===== config.mk =====
export PLATFORM = sky130hd
export DESIGN_NAME = load_hazard_scoreboard
export DESIGN_NICKNAME = d
export VERILOG_FILES = /design/src/rtl/hazard_pkg.sv /design/src/rtl/hazard_sb_entry.sv /design/src/rtl/load_hazard_scoreboard.sv
export SDC_FILE = /design/constraint.sdc
export NUM_CORES = 1
export LEC_CHECK = 0
export ABC_AREA = 1
export CELL_PAD_IN_SITES_DETAIL_PLACEMENT = 0
export CELL_PAD_IN_SITES_GLOBAL_PLACEMENT = 1
export CORE_MARGIN = 3
export CORE_UTILIZATION = 38
export CTS_BUF_LIST = sky130_fd_sc_hd__clkbuf_2
export CTS_CLUSTER_SIZE = 10
export DETAILED_ROUTE_END_ITERATION = 7
export PLACE_DENSITY_LB_ADDON = 0.3
export SLEW_MARGIN = 10
export SYNTH_ARGS = -nofsm -noshare
export SYNTH_HDL_FRONTEND = slang
export SYNTH_SLANG_ARGS = --single-unit

===== constraint.sdc =====
create_clock -name clk -period 3.4 [get_ports clk]
set_input_delay 0.51 -clock clk [delete_from_list [all_inputs] [get_ports clk]]
set_output_delay 0.51 -clock clk [all_outputs]
set_load 0.02 [all_outputs]

===== src/rtl/hazard_pkg.sv =====
// Shared constants and elaboration helpers for the load-use hazard scoreboard.
package hazard_pkg;

  localparam int ZERO_REG     = 0;
  localparam int LOAD_LAT_MAX = 4;

  // Counter width needed to hold LOAD_LAT-1, never narrower than one bit.
  function automatic int cnt_width(input int lat);
    return ($clog2(lat) < 1) ? 1 : $clog2(lat);
  endfunction

  function automatic bit lat_in_range(input int lat);
    return (lat >= 1) && (lat <= LOAD_LAT_MAX);
  endfunction

endpackage


===== src/rtl/hazard_sb_entry.sv =====
// One scoreboard slot: countdown of cycles until an in-flight load result is forwardable.
module hazard_sb_entry #(
  parameter int CW = 1
) (
  input  logic          clk,
  input  logic          rst,
  input  logic          issue,
  input  logic [CW-1:0] reload,
  output logic          busy
);

  logic [CW-1:0] cnt_r;

  // A fresh issue reloads the count; otherwise drain toward ready.
  always_ff @(posedge clk or posedge rst) begin
    if (rst) begin
      cnt_r <= {CW{1'b0}};
    end else if (issue) begin
      cnt_r <= reload;
    end else if (cnt_r != {CW{1'b0}}) begin
      cnt_r <= cnt_r - CW'(1);
    end else begin
      cnt_r <= cnt_r;
    end
  end

  assign busy = (cnt_r != {CW{1'b0}});

endmodule


===== src/rtl/load_hazard_scoreboard.sv =====
// Load-use hazard unit between ID and EX with a per-register load-latency scoreboard.
module load_hazard_scoreboard
  import hazard_pkg::*;
#(
  parameter int ADDR_W   = 5,
  parameter int LOAD_LAT = 1,
  parameter int PERF_W   = 16
) (
  input  logic              clk,
  input  logic              rst,
  input  logic              ex_valid,
  input  logic              ex_mem_read,
  input  logic [ADDR_W-1:0] ex_reg_write_addr,
  input  logic              id_valid,
  input  logic [ADDR_W-1:0] id_rs_addr,
  input  logic [ADDR_W-1:0] id_rt_addr,
  input  logic              id_uses_rs,
  input  logic              id_uses_rt,
  input  logic              branch_flush,
  output logic              stall,
  output logic              pc_ifwrite,
  output logic [PERF_W-1:0] stall_count
);

  localparam int NREGS = 2 ** ADDR_W;
  localparam int CW    = cnt_width(LOAD_LAT);
  localparam logic [CW-1:0]     RELOAD    = CW'(LOAD_LAT - 1);
  localparam logic [ADDR_W-1:0] ZERO_ADDR = ADDR_W'(ZERO_REG);

  if (!lat_in_range(LOAD_LAT)) begin : g_lat_check
    $error("load_hazard_scoreboard: LOAD_LAT must be 1..%0d", LOAD_LAT_MAX);
  end

  logic              ex_load_s;
  logic [NREGS-1:0]  issue_s;
  logic [NREGS-1:0]  busy_s;
  logic              rs_busy_s;
  logic              rt_busy_s;
  logic              stall_s;
  logic [PERF_W-1:0] stall_count_r;

  assign ex_load_s = ex_valid & ex_mem_read & (ex_reg_write_addr != ZERO_ADDR);

  for (genvar i = 0; i < NREGS; i++) begin : g_sb
    assign issue_s[i] = ex_load_s & (ex_reg_write_addr == ADDR_W'(i));
    hazard_sb_entry #(.CW(CW)) u_entry (
      .clk    (clk),
      .rst    (rst),
      .issue  (issue_s[i]),
      .reload (RELOAD),
      .busy   (busy_s[i])
    );
  end

  // Operand read ports: the EX-stage match covers the issue cycle, the counter covers the rest.
  always_comb begin
    rs_busy_s = (id_rs_addr != ZERO_ADDR) & (issue_s[id_rs_addr] | busy_s[id_rs_addr]);
    rt_busy_s = (id_rt_addr != ZERO_ADDR) & (issue_s[id_rt_addr] | busy_s[id_rt_addr]);
    stall_s   = id_valid & ~branch_flush & ~rst &
                ((id_uses_rs & rs_busy_s) | (id_uses_rt & rt_busy_s));
  end

  // Saturating count of stalled cycles.
  always_ff @(posedge clk or posedge rst) begin
    if (rst) begin
      stall_count_r <= {PERF_W{1'b0}};
    end else if (stall_s && (stall_count_r != {PERF_W{1'b1}})) begin
      stall_count_r <= stall_count_r + PERF_W'(1);
    end else begin
      stall_count_r <= stall_count_r;
    end
  end

  assign stall       = stall_s;
  assign pc_ifwrite  = ~stall_s;
  assign stall_count = stall_count_r;

endmodule

# [Word-level counts from Yosys, hierarchy flattened]
# Index checks and enable logic that the tools add are counted.
[classes] reduce_logical=5 bitwise_logic=47 n_mux=72 eq_ne=32 addsub=33 n_lt_le_gt_ge=2
[ops] op="$eq A5 B5 Y1 const B" count=16
[ops] op="$mux W1" count=68
[ops] op="$and A1 B1 Y1" count=41
[ops] op="$eq A5 B4 Y1 const B" count=8
[ops] op="$sub A1 B1 Y1 const B" count=32
[ops] op="$bmux W1 S5" count=4
[ops] op="$eq A5 B3 Y1 const B" count=4
[ops] op="$add A16 B1 Y16 const B" count=1
[ops] op="$ne A16 B16 Y1 const B" count=1
[ops] op="$reduce_bool A5 Y1" count=3
[ops] op="$lt A5 B6 Y1 const B" count=2
[ops] op="$eq A5 B2 Y1 const B" count=2
[ops] op="$eq A5 B1 Y1 const B" count=1
[ops] op="$logic_not A5 Y1" count=1
[ops] op="$not A1 Y1" count=3
[ops] op="$or A1 B1 Y1" count=3
[ops] op="$logic_and A1 B1 Y1" count=1
[totals] ff_bits=48 out_inout_bits=18 inputBits=23

# [Depth between registers and ports, before layout]
# Gate-level depths: netlist (run 1).
[depth] depth_word=11 depth_mapped=17 ltp_nobuf=16

# [Hierarchy]
# Synthesis (run 1) repeated with hierarchy kept, for this count alone.
[unflattened] hier_cells=599 area_unflattened_um2=3749.8
[modules_own_cells] mod="load_hazard_scoreboard" cells_per_inst=471 seq_area_each_um2=400.4 area_each_um2=2588.7 instances=1
[modules_own_cells] mod="hazard_sb_entry" cells_per_inst=4 seq_area_each_um2=25.0 area_each_um2=36.3 instances=32

# [Least setup slack after synthesis (run 1)]
# No wires, ideal clock.
[synth_path] path_type="in2out" start="input port id_rs_addr[0]" end="output port stall" required_time_ps=2890 arrival_time_ps=2127 setup_slack_ps=763 path_buffers=2 stages=15 path_cell_list="buf_2 -> inv_2 -> nor2_1 -> inv_1 -> o21ai_0 -> inv_1 -> nand2_1 -> nand2_1 -> nand3_1 -> nand2_1 -> nand2_1 -> nand2_4 -> buf_2 -> nand2_1 -> inv_1"
[synth_between] elab_chain_len=7 elab_cells_between_ends=10 cone_classes="mux (4); bitwise (5); reduce/logical (1)"
[synth_lines] item="start, declared" line_no="load_hazard_scoreboard.sv:15" rtl="input logic [ADDR_W-1:0] id_rs_addr,"
[synth_lines] item="$bmux W1 S5" line_no="load_hazard_scoreboard.sv:57" rtl="rs_busy_s = (id_rs_addr != ZERO_ADDR) & (issue_s[id_rs_addr] | busy_s[id_rs_addr]);"
[synth_lines] item="$mux W1 (not written as such)" line_no="load_hazard_scoreboard.sv:57"
[synth_lines] item="$or A1 B1 Y1" line_no="load_hazard_scoreboard.sv:57"
[synth_lines] item="$and A1 B1 Y1 *" line_no="load_hazard_scoreboard.sv:57"
[synth_lines] item="$and A1 B1 Y1 *" line_no="load_hazard_scoreboard.sv:60" rtl="((id_uses_rs & rs_busy_s) | (id_uses_rt & rt_busy_s));"
[synth_lines] item="$or A1 B1 Y1 *" line_no="load_hazard_scoreboard.sv:60"
[synth_lines] item="$and A1 B1 Y1 *" line_no="load_hazard_scoreboard.sv:59" rtl="stall_s = id_valid & ~branch_flush & ~rst &"
[synth_lines] item="end, declared" line_no="load_hazard_scoreboard.sv:20" rtl="output logic stall,"
# Mark *: on every way between the ends. The rest lies on a longest branch, timed or not. The select of a mux whose other input is x is not followed.

# [Worst setup path in the final report (run 1)]
[layout_path] start="input port ex_reg_write_addr[4]" end="output port stall"
[layout_between] elab_chain_len=10 elab_cells_between_ends=78 cone_classes="eq/ne (31); mux (4); bitwise (41); reduce/logical (2)"
[layout_lines] item="start, declared" line_no="load_hazard_scoreboard.sv:13" rtl="input logic [ADDR_W-1:0] ex_reg_write_addr,"
[layout_lines] item="$reduce_bool A5 Y1" line_no="load_hazard_scoreboard.sv:42" rtl="assign ex_load_s = ex_valid & ex_mem_read & (ex_reg_write_addr != ZERO_ADDR);"
[layout_lines] item="$and A1 B1 Y1" line_no="load_hazard_scoreboard.sv:42"
[layout_lines] item="$and A1 B1 Y1" line_no="load_hazard_scoreboard.sv:45" rtl="assign issue_s[i] = ex_load_s & (ex_reg_write_addr == ADDR_W'(i));"
[layout_lines] item="$bmux W1 S5, on equally long branches" line_no="load_hazard_scoreboard.sv:57, load_hazard_scoreboard.sv:58"
[layout_lines] item="$mux W1, on equally long branches" line_no="load_hazard_scoreboard.sv:57, load_hazard_scoreboard.sv:58"
[layout_lines] item="$or A1 B1 Y1, on equally long branches" line_no="load_hazard_scoreboard.sv:57, load_hazard_scoreboard.sv:58"
[layout_lines] item="$and A1 B1 Y1, on equally long branches" line_no="load_hazard_scoreboard.sv:57, load_hazard_scoreboard.sv:58"
[layout_lines] item="$and A1 B1 Y1" line_no="load_hazard_scoreboard.sv:60"
[layout_lines] item="$or A1 B1 Y1 *" line_no="load_hazard_scoreboard.sv:60"
[layout_lines] item="$and A1 B1 Y1 *" line_no="load_hazard_scoreboard.sv:59"
# Marked as above.

==> run_results.csv, run 1 <==
group,metric,value,unit
timing,setup_viol,0,
power,vdd_drop_max,255,µV
power,power,0.000582,W
yosys,yosysWarningCount,0,
die,io_pins,41,
timing,hold_violations,0,
yosys,synth_top_family_by_area,"simple AND/OR/NAND/NOR gates",
timing,min_period,3.07,ns
clocking,htree_levels,1,
placed_design,gp_congestion,0.969,
grt,grt_pass1_vias,2177,
layout,syn2layout_area_growth,36.3,%
worst_setup_path,r2r_cells,9,
yosys,postSynthCellCount,349,
clocking,post_cts_buffers,0,
yosys,ys_seq_elements,16,
route,final_antenna_net_count,0,
grt,grt_pass1_wl,10.5,mm
placed_design,port-buffer-count,40,
die,die_h,77.6,µm
clocking,insertion_delay,0.30,ns
clocking,clock-sinks,16,
yosys,syn_nets,373,
worst_setup_path,reg2reg_from,"stall_count[0]$_DFFE_PP0P_",
clocking,ctsHoldBuffers,0,
route,drt-initial-drc-count,309,
yosys,synth.avg_cell_area,5.58,µm²
worst_setup_path,crit_path_max_fanout,12,
hold_path,hp-class,"flip-flop to flip-flop",
grt,overflow,0,
hold_path,min_from,"stall_count[1]$_DFFE_PP0P_",
worst_setup_path,required,2.89,ns
worst_setup_path,rr_endpoint,"stall_count[11]$_DFFE_PP0P_",
outcome,status,"complete, no violations",
grt,grt_usage,21.2,%
hold_path,holdPathEnd,"stall_count[1]$_DFFE_PP0P_",
yosys,synthAdderAreaFrac,0.643,%
timing,maxSlewViolCount,0,
timing,fmax,325,MHz
worst_setup_path,arrival,2.56,ns
route,finalWirelength,6.28,mm
die,core,4850,µm²
route,viasPerCell,5.27,
layout,antenna-diode-count,0,
route,wl_per_cell,13.1,µm
yosys,synthSimpleGateAreaFrac,61.6,%
yosys,synth-xor-area-share,6.30,%
timing,skew,0.0103,ns
power,leakage,1.23,nW
yosys,yosys.cell_types.count,25,
layout,drive_gt1_share,12.9,%
clocking,clockBufferDepth,2,
placed_design,dp_hpwl,4.97,mm
timing,holdWs,0.555,ns
route,drc,0,
worst_setup_path,reg2reg_slack,1.25,ns
layout,nets,437,
timing,slew_headroom,57.8,%
layout,final_cell_mix,"119 x nand2_1, 54 x nor2_1, 54 x nand3_1",
route,via_count,2526,
grt,antenna_found_initial,0,
layout,largest_register_ffs,16,
worst_setup_path,critPathLaunchType,"input pin",
worst_setup_path,critPathCaptureType,"output pin",
yosys,synth_compound_gate_area_share,2.57,%
clocking,path_clk_slew,0.15,ns
layout,layout_commonest_cell,"nand2_1",
die,rows,25,
power,powerDensity,219,nW/µm²
clocking,root_buffer,"clkbuf_2",
route,first_pass_iters,5,
timing,finalCritPeriodShare,90.4,%
clocking,cts_tree,"done",
yosys,yosys-mux-area-fraction,0,%
yosys,syn-cell-area,1950,µm²
clocking,cts_buffers,3,
layout,final_cell_area,2650,µm²
hold_path,worstHoldPathCells,2,
die,initial_core_util,40.2,%
placed_design,placed_area,2610,µm²
grt,grt_max_degree,18,
worst_setup_path,path_class,"input pin to output pin",
timing,tns,0,ns
run,drv_cap,0,
die,die_x,77.6,µm
timing,rsz0062_at_grt,"false",
die,dieArea,6020,µm²
yosys,ys_seq_area_share,20.6,%
timing,max_slew.worst_pin.slew,0.632,ns
## power breakdown
part	internal [W]	total (W)	switching, W
sequential	0.000206	0.000229	0.0000232
combinational	0.000116	0.000264	0.000148
clock	0.0000256	0.0000888	0.0000632
total	0.000348	0.000582	0.000234
## worst max path at each step
| stage | start | endpoint | depth (start not counted) |
|---|---|---|---|
| floorplan | id_rs_addr[0] | stall | 15 |
| detailed placement | ex_reg_write_addr[3] | stall | 16 |
| finish | ex_reg_write_addr[4] | stall | 17 |
| CTS | ex_reg_write_addr[2] | pc_ifwrite | 15 |
| global placement | ex_reg_write_addr[3] | stall | 16 |
| global route | ex_reg_write_addr[3] | stall | 15 |
## final cells by class
class                      instances  area (µm²)
fill                             508        2190
sequential                        16         400
timing repair buffer              69         631
clock inverter                     1        3.75
inverter                          28         105
clock buffer                       3        15.0
tap                               67        83.8
multi-input combinational        295        1420
## cells by family after synthesis
family	Yosys count
fa+ha+maj	1
flops	16
buf+inv	38
xor+xnor	14
compound gates	9
simple gates	271
## layer usage
layer  track usage (%)  vias up  routed length, µm
li1                  -     1263                  -
met1              35.9     1126               3280
met2              27.1      133               2410
met3              3.25        4                562
met4              3.56        0                 31
met5                 0        -                  0
## through the flow
step           utilization, %  setup slack (ns)  cells
3_5_place_dp             53.7            -0.175    475
4_1_cts                  54.1            0.0231    479
3_3_place_gp             53.7            -0.183    475
6_report                 54.7             0.327    479
2_1_floorplan               -             0.763    349
5_1_grt                  54.7             0.108    479
## critical path, cell delays in order
cell,delay [ns]
clkdlybuf4s50_1,0.58
inv_2,0.05
nor2_2,0.15
buf_12,0.14
nand3_1,0.14
nand2_1,0.10
nand2_1,0.05
nor2_1,0.08
nand2_1,0.05
nand3_1,0.06
nand3_1,0.09
nand2_1,0.07
nand2_1,0.10
nand2_4,0.08
nand2_1,0.08
inv_1,0.07
clkbuf_2,0.16
## synthesized netlist by cell type (all sizes together)
master	number	share of area (%)
a21oi	4	1.0
buf	6	2.1
clkbuf	4	0.77
dfrtp	16	21
ha	1	0.64
inv	28	5.4
nand2	121	24
nand3	56	15
nand4	24	7.7
nor2	64	13
nor3	3	0.77
nor3b	3	1.4
o21ai	3	0.77
o21bai	2	0.77
xnor2	7	3.1
xor2	7	3.1
## what timing repair did
| action | CTS | global route |
|---|---|---|
| pin swaps | 0 | 0 |
| endpoints found under the setup margin | 2 | 2 |
| resized for setup | 2 | 12 |
Note: power is estimated with default switching activity, not from simulation.
==> run 2, diff against run 1 <==
--- a/config.mk
+++ b/config.mk
@@ -13,7 +13,9 @@
 export CTS_BUF_LIST = sky130_fd_sc_hd__clkbuf_2
 export CTS_CLUSTER_SIZE = 10
 export DETAILED_ROUTE_END_ITERATION = 7
+export HOLD_SLACK_MARGIN = 0.02
 export PLACE_DENSITY_LB_ADDON = 0.3
+export SETUP_SLACK_MARGIN = 0.4
 export SLEW_MARGIN = 10
 export SYNTH_ARGS = -nofsm -noshare
 export SYNTH_HDL_FRONTEND = slang
==> run 2 against run 1 <==
- register-to-register slack about the same
- sequential share of layout area decreased by 0.45 points
- total power rose by 1.3%
- hold slack gained 0.0045 ns
- routed wire length rose by 0.51%
- combinational power grew 3%
- critical path depth decreased by 3
- flip-flop and latch count did not move
- final cell count increased by 0.21%
- sequential power barely moved
==> run_results.csv, run 2 (synthesized netlist as in run 1, its figures left out) <==
group,metric,value,unit
outcome,status,"complete, no violations",
grt,gr-usage-met3,4.06,%
worst_setup_path,cp_slowest_cell,"clkdlybuf4s50_1",
grt,grt_pass1_vias,2196,
grt,overflow,0,
layout,fillers,501,
power,vdd_drop_max,256,µV
layout,nets,438,
clocking,htree_levels,1,
worst_setup_path,critical_path.top_delay_family,"simple AND/OR/NAND/NOR gates",
grt,grt_usage,21.3,%
timing,min_period,2.84,ns
power,leakage,1.28,nW
worst_setup_path,critPathLaunchType,"input pin",
clocking,clockBufferDepth,2,
die,dieArea,6020,µm²
timing,hold_violations,0,
layout,final_cell_area,2740,µm²
die,io_pins,41,
placed_design,dpl_worst_slack,-0.175,ns
power,power,0.000590,W
worst_setup_path,arrival,2.33,ns
die,rows,25,
route,wl_per_cell,13.1,µm
die,initial_core_util,40.2,%
clocking,ctsHoldBuffers,0,
power,powerDensity,216,nW/µm²
grt,grt_max_degree,18,
grt,busiest_layer,"met1",
clocking,path_clk_slew,0.15,ns
route,drt-initial-drc-count,253,
die,die_x,77.6,µm
route,finalWirelength,6.31,mm
timing,tns,0,ns
clocking,cts_buffers,3,
grt,met2_usage,27.4,%
clocking,cts_tree,"done",
hold_path,min_from,"stall_count[1]$_DFFE_PP0P_",
worst_setup_path,cp_cell_sequence,"clkdlybuf4s50_1 -> nor2_1 -> inv_1 -> nor2_1 -> nor2_1 -> nand2_1 -> nand3_1 -> nand3_1 -> nand2_1 -> nand2_1 -> nand2_4 -> nand2_1 -> inv_1 -> buf_4",
timing,setup_viol,0,
clocking,insertion_delay,0.30,ns
run,drv_cap,0,
layout,multi_input_area,1480,µm²
worst_setup_path,crit_path_max_fanout,6,
die,core,4850,µm²
worst_setup_path,slowest_delay,0.47,ns
timing,setup_slack,0.557,ns
worst_setup_path,cpMostUsedCell,"nand2_1",
layout,largest_register_ffs,16,
route,drc,0,
placed_design,dp_hpwl,4.97,mm
placed_design,port-buffer-count,40,
timing,rsz0062_at_grt,"false",
die,die_h,77.6,µm
hold_path,hp-class,"flip-flop to flip-flop",
worst_setup_path,reg2reg_from,"stall_count[0]$_DFFE_PP0P_",
route,final_antenna_net_count,0,
worst_setup_path,critPathCaptureType,"output pin",
clocking,root_buffer,"clkbuf_2",
layout,antenna-diode-count,0,
timing,slew_headroom,57.6,%
timing,finalCritPeriodShare,83.6,%
timing,max_slew.worst_pin.slew,0.635,ns
placed_design,gp_congestion,0.969,
grt,antenna_found_initial,0,
worst_setup_path,worstSetupStartpoint,"id_rs_addr[0]",
grt,grt_pass1_wl,10.5,mm
layout,final_cell_mix,"117 x nand2_1, 51 x nand3_1, 46 x nor2_1",
worst_setup_path,path_class,"input pin to output pin",
layout,register_area,400,µm²
route,first_pass_iters,5,
worst_setup_path,worst-path-buf-inv,4,
layout,drive_gt1_share,17.2,%
timing,maxSlewViolCount,0,
route,via_count,2507,
layout,syn2layout_area_growth,40.5,%
placed_design,placed_area,2610,µm²
worst_setup_path,required,2.89,ns
timing,skew,0.0127,ns
clocking,clock-sinks,16,
layout,layout_commonest_cell,"nand2_1",
grt,met1_usage,35.7,%
timing,fmax,352,MHz
route,viasPerCell,5.22,
-- run 2: path summary, 6_finish.rpt --
check / to / slack [ns] / cells past startpoint
setup / recovery: stall / 0.56 / 14
hold / removal: stall_count[1]$_DFFE_PP0P_ / 0.56 / 2
setup reg to reg: stall_count[11]$_DFFE_PP0P_ / 1.24 / 9
hold reg to reg: stall_count[1]$_DFFE_PP0P_ / 0.56 / 2
max in group asynchronous: stall_count[11]$_DFFE_PP0P_ / 2.37 / 2
min in group asynchronous: stall_count[2]$_DFFE_PP0P_ / 0.61 / 2
-- run 2: metrics by stage --
step | cells | hold WS (ns) | utilization [%]
2_1_floorplan | 349 | 0.424 | -
3_5_place_dp | 475 | 0.526 | 53.7
6_report | 480 | 0.560 | 56.4
4_1_cts | 479 | 0.563 | 54.6
3_3_place_gp | 475 | 0.521 | 53.7
5_1_grt | 480 | 0.613 | 56.4
-- run 2: cell type report --
type,instances,area share (%)
multi-input combinational,295,54.1
timing repair buffer,70,23.7
sequential,16,14.6
inverter,28,3.84
tap,67,3.06
clock buffer,3,0.549
clock inverter,1,0.137
-- run 2: power breakdown --
part / leakage [nW] / internal (W) / switching, W
registers: 0.220 / 0.000206 / 0.0000235
clock network: 0.0140 / 0.0000255 / 0.0000634
logic: 1.04 / 0.000118 / 0.000154
total: 1.28 / 0.000349 / 0.000241
-- run 2: timing repair --
item	CTS	global route
gates cloned	0	0
pin swaps	1	3
endpoints found under the setup margin	2	2
resized for setup	20	27
endpoints found under the hold margin	0	0
setup buffers	0	1
-- run 2: worst reg2reg max path: cells and delay by family (launching register included) --
family | cells | cell delay, ns
simple gates | 6 | 1.00
flops | 1 | 0.44
fa+ha+maj | 1 | 0.26
buf+inv | 2 | 0.37
-- run 2: layer usage --
layer  routed length (µm)  up-vias
met5                    0        -
met4                   23        0
met3                  586        2
met2                 2460      112
met1                 3240     1127
li1                     -     1266
